File: src/rtl/producer_scheduler.sv
// producer_scheduler
//   Shares the wrapper FIFO write port between the Fibonacci and Timer
//   producers. One producer is granted at a time over a valid/ready
//   handshake; accepted words go into a 1-entry output stage that presents
//   data_1/data_1_en to the wrapper and holds the word while buffer_full=1.
//   Supports start/stop sequencing, fixed or round-robin selection and a
//   16-bit count of words written into the wrapper.
//
// Ports
//   clk_1        clock, all logic on posedge
//   rst          synchronous reset, active-high
//   start/stop   run control pulses
//   mode         00 Fibonacci only, 01 Timer only, 1x round-robin
//   fib_*        Fibonacci valid/data in, ready out (combinational)
//   tmr_*        Timer valid/data in, ready out (combinational)
//   buffer_full  wrapper full flag (inverse ready for data_1)
//   data_1_en    output stage holds a valid word (registered)
//   data_1       word presented to the wrapper (registered)
//   owner        current grant, 0 Fibonacci / 1 Timer (registered)
//   busy         1 in RUN or DRAIN (registered)
//   words_sent   words written since start, wraps FFFF->0000
module producer_scheduler #(
    parameter int DATA_W  = 16,
    parameter int QUANTUM = 4
) (
    input  logic              clk_1,
    input  logic              rst,
    input  logic              start,
    input  logic              stop,
    input  logic [1:0]        mode,
    input  logic              fib_valid,
    input  logic [DATA_W-1:0] fib_data,
    output logic              fib_ready,
    input  logic              tmr_valid,
    input  logic [DATA_W-1:0] tmr_data,
    output logic              tmr_ready,
    input  logic              buffer_full,
    output logic              data_1_en,
    output logic [DATA_W-1:0] data_1,
    output logic              owner,
    output logic              busy,
    output logic [15:0]       words_sent
);

    localparam int CNT_W = $clog2(QUANTUM + 1);

    typedef enum logic [1:0] {
        IDLE  = 2'd0,
        RUN   = 2'd1,
        DRAIN = 2'd2
    } state_t;

    state_t            state;
    logic [1:0]        mode_q;
    logic [CNT_W-1:0]  q_cnt;

    logic              out_rdy;
    logic              accept;
    logic              xfer;
    logic [DATA_W-1:0] xdata;
    logic              wr;
    logic [CNT_W-1:0]  q_cnt_nxt;
    logic              own_valid;
    logic              oth_valid;
    logic              rr_switch;

    // The stage can take a new word when empty or when its current word
    // leaves this same cycle.
    assign out_rdy   = !data_1_en || !buffer_full;

    // stop is looked at combinationally so nothing is accepted in the stop cycle.
    assign accept    = (state == RUN) && !stop && out_rdy;
    assign fib_ready = accept && !owner;
    assign tmr_ready = accept &&  owner;

    assign xfer      = (fib_valid && fib_ready) || (tmr_valid && tmr_ready);
    assign xdata     = owner ? tmr_data : fib_data;
    assign wr        = data_1_en && !buffer_full;

    assign own_valid = owner ? tmr_valid : fib_valid;
    assign oth_valid = owner ? fib_valid : tmr_valid;
    assign q_cnt_nxt = q_cnt + CNT_W'(xfer);

    // Hand over when the quantum is used up, or when the owner is idle but
    // the other producer has something to send.
    assign rr_switch = (q_cnt_nxt == CNT_W'(QUANTUM)) || (!own_valid && oth_valid);

    always_ff @(posedge clk_1) begin
        if (rst) begin
            state      <= IDLE;
            mode_q     <= 2'b00;
            q_cnt      <= '0;
            data_1_en  <= 1'b0;
            data_1     <= '0;
            owner      <= 1'b0;
            busy       <= 1'b0;
            words_sent <= 16'h0000;
        end else begin
            // Output stage: a transfer (re)loads it, otherwise a write empties it.
            if (xfer) begin
                data_1    <= xdata;
                data_1_en <= 1'b1;
            end else if (wr) begin
                data_1_en <= 1'b0;
            end

            if (wr)
                words_sent <= words_sent + 16'd1;

            case (state)
                IDLE: begin
                    if (start && !stop) begin
                        state      <= RUN;
                        busy       <= 1'b1;
                        mode_q     <= mode;
                        owner      <= (mode == 2'b01);
                        q_cnt      <= '0;
                        words_sent <= 16'h0000;
                    end
                end

                RUN: begin
                    if (mode_q[1]) begin
                        if (rr_switch) begin
                            owner <= !owner;
                            q_cnt <= '0;
                        end else begin
                            q_cnt <= q_cnt_nxt;
                        end
                    end else begin
                        owner <= mode_q[0];
                    end
                    if (stop)
                        state <= DRAIN;
                end

                DRAIN: begin
                    // Stay until the held word has been written.
                    if (!data_1_en) begin
                        state <= IDLE;
                        busy  <= 1'b0;
                    end
                end

                default: begin
                    state <= IDLE;
                    busy  <= 1'b0;
                end
            endcase
        end
    end

endmodule
File: config.mk
export PLATFORM = sky130hd
export DESIGN_NAME = producer_scheduler
export DESIGN_NICKNAME = d
export VERILOG_FILES = /design/src/rtl/producer_scheduler.sv
export SDC_FILE = /design/constraint.sdc
export NUM_CORES = 1
export LEC_CHECK = 0
export ABC_AREA = 1
export CELL_PAD_IN_SITES_DETAIL_PLACEMENT = 2
export CELL_PAD_IN_SITES_GLOBAL_PLACEMENT = 2
export CORE_MARGIN = 2
export CORE_UTILIZATION = 25
export CTS_CLUSTER_SIZE = 14
export DETAILED_ROUTE_END_ITERATION = 8
export PLACE_DENSITY_LB_ADDON = 0.25
export SYNTH_ARGS = -nofsm -noshare
export SYNTH_HDL_FRONTEND = slang
export SYNTH_SLANG_ARGS = --single-unit
File: constraint.sdc
create_clock -name clk_1 -period 3.5 [get_ports clk_1]
set_input_delay 1.05 -clock clk_1 [delete_from_list [all_inputs] [get_ports clk_1]]
set_output_delay 1.05 -clock clk_1 [all_outputs]
set_load 0.02 [all_outputs]
==> results.md <==
Power:
- The cell-internal power is 733 uW.
- The share of total power dissipated in sequential elements is 50.4%.
- IR analysis of the VDD net gives a maximum drop of 0.117 mV.
- The proportion of total power due to net switching is 25.8%.
- Per report_power, the clock group accounts for 33.4% of the total.
- For this design the ratio of total power to cell area is 325 mW/mm^2.
- Combinational logic is responsible for 16.2% of the overall power.
- Summed over all nets, the switching power comes to 255 uW.
- For this design the static power due to leakage is 0.00118 uW.

Synthesis:
- The adder-cell share of the synthesized area is 1.83%.
- The synthesized netlist devotes 25.2% of its cell area to simple gates.
- The largest family of logic cells by synthesized area is simple AND/OR/NAND/NOR gates.
- The share of synthesized registers carrying an async set or reset is 0%.
- The per-instance average area after synthesis is 7.44 sq um.
- The number of warnings reported in the yosys synthesis log is 0.
- The synthesized netlist devotes 1.71% of its cell area to XOR and XNOR gates.
- The fraction of the mapped netlist area in compound gates is 13.6%.
- When the netlist entered floorplanning its net count stood at 320.
- Yosys mapped the design onto 26 distinct sky130hd cell types.
- Counting flops and latches in the post-synthesis netlist gives 42.
- Sequential elements use 41.0% of the synthesized area.
- The area of the mapped netlist is 0.00205 sq mm.
- The number of cells produced by synthesis is 276.
- The multiplexer fraction of the synthesized cell area is 7.80%.
- The main flop type after synthesis is sky130_fd_sc_hd__dfxtp_1.
- The number of synthesized flops with an enable pin is 0.

Clocking:
- The root buffer cell is sky130_fd_sc_hd__clkbuf_8.
- The total number of H-tree levels is 2.
- After clock tree synthesis, the setup repair step added 0 buffers.
- The buffer levels on the longest clock path is 2.
- The clock transition time at the flip-flop clock pins of the worst setup and hold paths is 0.08 ns.
- The clock latency on the worst-skew pair is 0.29 ns.
- For this design, the sink count on the clock tree is 42.
- For this design, the CTS-stage hold fixing added 0 buffers.
- TritonCTS built the clock tree.
- Buffers inserted during clock tree synthesis total 5.

Layout:
- In the final layout, the share of cells above drive strength 1 is 7.80%.
- The multi-input gate area in the final layout is 0.00103 sq mm.
- The number of antenna diodes is 0.
- The final design area excluding fillers is 0.00304 sq mm.
- After filler insertion, the fill cell instance count of the layout stands at 968.
- The sequential cell area is 841 sq um.
- In the layout the commonest cells are sky130_fd_sc_hd__clkdlybuf4s50_1 (75), sky130_fd_sc_hd__nand2_1 (52), sky130_fd_sc_hd__dfxtp_1 (42).
- The library cell used most frequently in the layout, excluding fill and tap cells, is sky130_fd_sc_hd__clkdlybuf4s50_1.
- From synthesis to final layout, the design area changed by 47.9%.
- The net count of the finished layout is 402.

Floorplan:
- The initial core utilization is 25.4%.
- The core footprint is 0.00809 sq mm.
- The die span in x is 94.6 um.
- In this run the vertical extent of the chip is 94.6 um.
- The number of standard-cell rows in the floorplan is 33.
- The total I/O pin count is 78.
- The die outline area is 0.00895 sq mm.

Hold path:
- The depth of the worst hold-timing path is 2.
- The type of the tightest min-delay check is flip-flop to flip-flop.
- The startpoint identified for the worst hold timing path is busy.
- The path with the worst hold slack has its endpoint at busy.

Global routing:
- Global routing used 14.5% of the available tracks across all layers.
- Entering global routing, the biggest net connects 34 pins.
- The number of antenna violations at the first check in global routing is 0.
- The total congestion overflow after global routing is 0.
- The first-pass GRT wire length is 10300 um.
- The number of global-route vias before repair is 2233.

Timing:
- At the pin with the least slew margin, the transition time is 0.578 ns.
- The worst path in the final design needs a cycle of 3.21 ns, including I/O delays and setup.
- The final worst-path setup slack is 0.289 ns.
- For the final database, setup skew stands at 0.00865 ns.
- Timing would allow up to 0.311 GHz.
- Setup repair after global routing left no endpoint under its margin.
- The total of endpoints with negative setup slack in the final report is 0.
- Headroom to the max-slew limit came out at 61.2%.
- Adding up every negative setup slack in the final design gives 0 ns.
- The number of failing hold endpoints at the final stage is 0.
- The worst path uses 91.7% of the clock period.
- The count of pins over their slew limit is 0.

Placement:
- OpenSTA, run right after detailed placement, puts the worst setup slack at 0.00102 ns.
- The HPWL after detailed placement is 4950 um.
- Routability-driven placement finished with a final weighted congestion of 0.804.
- The placed cell area is 0.00294 sq mm.
- The count of port buffers added during placement is 77.

Worst setup path:
- The endpoint identified for the worst register-to-register timing path is owner.
- The type of the worst setup path is input port to output port.
- The required time of the critical path is 2.45 ns.
- The worst setup path is launched from an input port.
- The maximum fanout count along the critical path is 3.
- In this run the critical register-to-register path is launched from state[1].
- The depth of the worst register-to-register path is 14.
- The endpoint kind of the worst setup timing path is an output port.
- The flop-to-flop setup slack is 1.47 ns.
- The data arrival at the endpoint of the critical path is 2.16 ns.

Drt:
- The number of vias after detailed routing is 2108.
- The total iterations of the first detailed-routing run is 2.
- The routed wire length is 6160 um.
- For this run, design rule violations remaining after detail routing come to 0.
- The starting DRC count in detailed routing is 25.
- Using the TritonRoute via totals, the vias-per-cell ratio works out to 4.54.
- The number of antenna-violating nets in the routed design is 0.
- The average routed wire per standard cell is 13.3 um.

Outcome:
- The flow ran to the end, and the final reports show no timing, DRC or antenna violations.

Job:
- The tool flagged a number of max-cap violations equal to 0.
layer usage:
layer / part of all wire, % / vias to the layer above / track usage (%)
li1: - / 1060 / -
met1: 46 / 987 / 17.5
met2: 45 / 57 / 23.8
met3: 8.2 / 4 / 6.07
met4: 0.84 / 0 / 3.99
met5: 0 / - / 0
cells in the mapped netlist, types with 2 or more instances:
library cell               number  area [sq um]
sky130_fd_sc_hd__inv_2          5          18.8
sky130_fd_sc_hd__nand2_1       52           195
sky130_fd_sc_hd__buf_4          3          22.5
sky130_fd_sc_hd__nand2_2        3          18.8
sky130_fd_sc_hd__dfxtp_1       42           841
sky130_fd_sc_hd__nand3b_1       2          15.0
sky130_fd_sc_hd__mux2i_1       16           160
sky130_fd_sc_hd__a21oi_1       31           155
sky130_fd_sc_hd__buf_2          3          15.0
sky130_fd_sc_hd__nor2_4         4          45.0
sky130_fd_sc_hd__nor3_1         5          25.0
sky130_fd_sc_hd__nand3_1        9          45.0
sky130_fd_sc_hd__ha_1           3          37.5
sky130_fd_sc_hd__nand4_1        6          37.5
sky130_fd_sc_hd__nor2_1        31           116
sky130_fd_sc_hd__buf_6          2          22.5
sky130_fd_sc_hd__inv_1         27           101
sky130_fd_sc_hd__o21ai_0       22           110
sky130_fd_sc_hd__xor2_1         3          26.3
kinds of logic (layout without fill, tap and decap cells):
group | Yosys count | after routing
simple gates | 115 | 115
compound gates | 55 | 55
flops | 42 | 42
buf+inv | 41 | 124
mux | 16 | 16
xor+xnor | 4 | 4
fa+ha+maj | 3 | 3
worst max-delay path, stage by stage:
cell,delay [ns]
sky130_fd_sc_hd__clkdlybuf4s50_1,0.45
sky130_fd_sc_hd__nor2_4,0.15
sky130_fd_sc_hd__nand2_2,0.09
sky130_fd_sc_hd__nor2_1,0.09
sky130_fd_sc_hd__dlygate4sd2_1,0.33
cell type report:
type | instances | share of cell area [%]
timing repair buffer | 84 | 27.2
sequential | 42 | 27.7
tap | 105 | 4.33
inverter | 32 | 3.96
clock buffer | 7 | 2.84
clock inverter | 1 | 0.165
multi-input combinational | 193 | 33.9
how the worst max path moves through the flow:
| stage | slack (ns) | endpoint | startpoint |
|---|---|---|---|
| finish | 0.29 | fib_ready | stop |
| global route | 0.21 | fib_ready | stop |
| CTS | 0.002 | tmr_ready | stop |
| detailed placement | 0.001 | tmr_ready | stop |
| global placement | 0.02 | fib_ready | stop |
| floorplan | 0.92 | fib_ready | stop |
sequential cells by signal, summed over array words and instances, names as in the netlist:
signal and flops:
busy 1, data_1 16, data_1_en 1, mode_q 2, owner 1, q_cnt 3, state 2, words_sent 16
power by group through the flow:
| stage | registers, uW | clock network, uW | logic (uW) |
|---|---|---|---|
| after floorplan | 517 | 0 | 69.7 |
| after global placement | 509 | 0 | 160 |
| after detailed placement | 509 | 0 | 163 |
| after CTS | 498 | 347 | 163 |
| after global routing | 500 | 364 | 178 |
| final | 498 | 330 | 160 |
stage by stage:
stage / utilization (%) / power [uW] / hold WS [ns] / std cells
2_1_floorplan: - / 587 / 0.449 / 276
3_5_place_dp: 36.4 / 672 / 0.472 / 456
3_3_place_gp: 36.4 / 668 / 0.456 / 456
4_1_cts: 37.5 / 1010 / 0.486 / 464
6_report: 37.5 / 988 / 0.485 / 464
5_1_grt: 37.5 / 1040 / 0.507 / 464
repair_timing:
action	4_1_cts	5_1_grt
resized for setup	1	1
setup endpoints to repair	1	1
pin swaps	0	0
(Power assumes the default switching activity.)
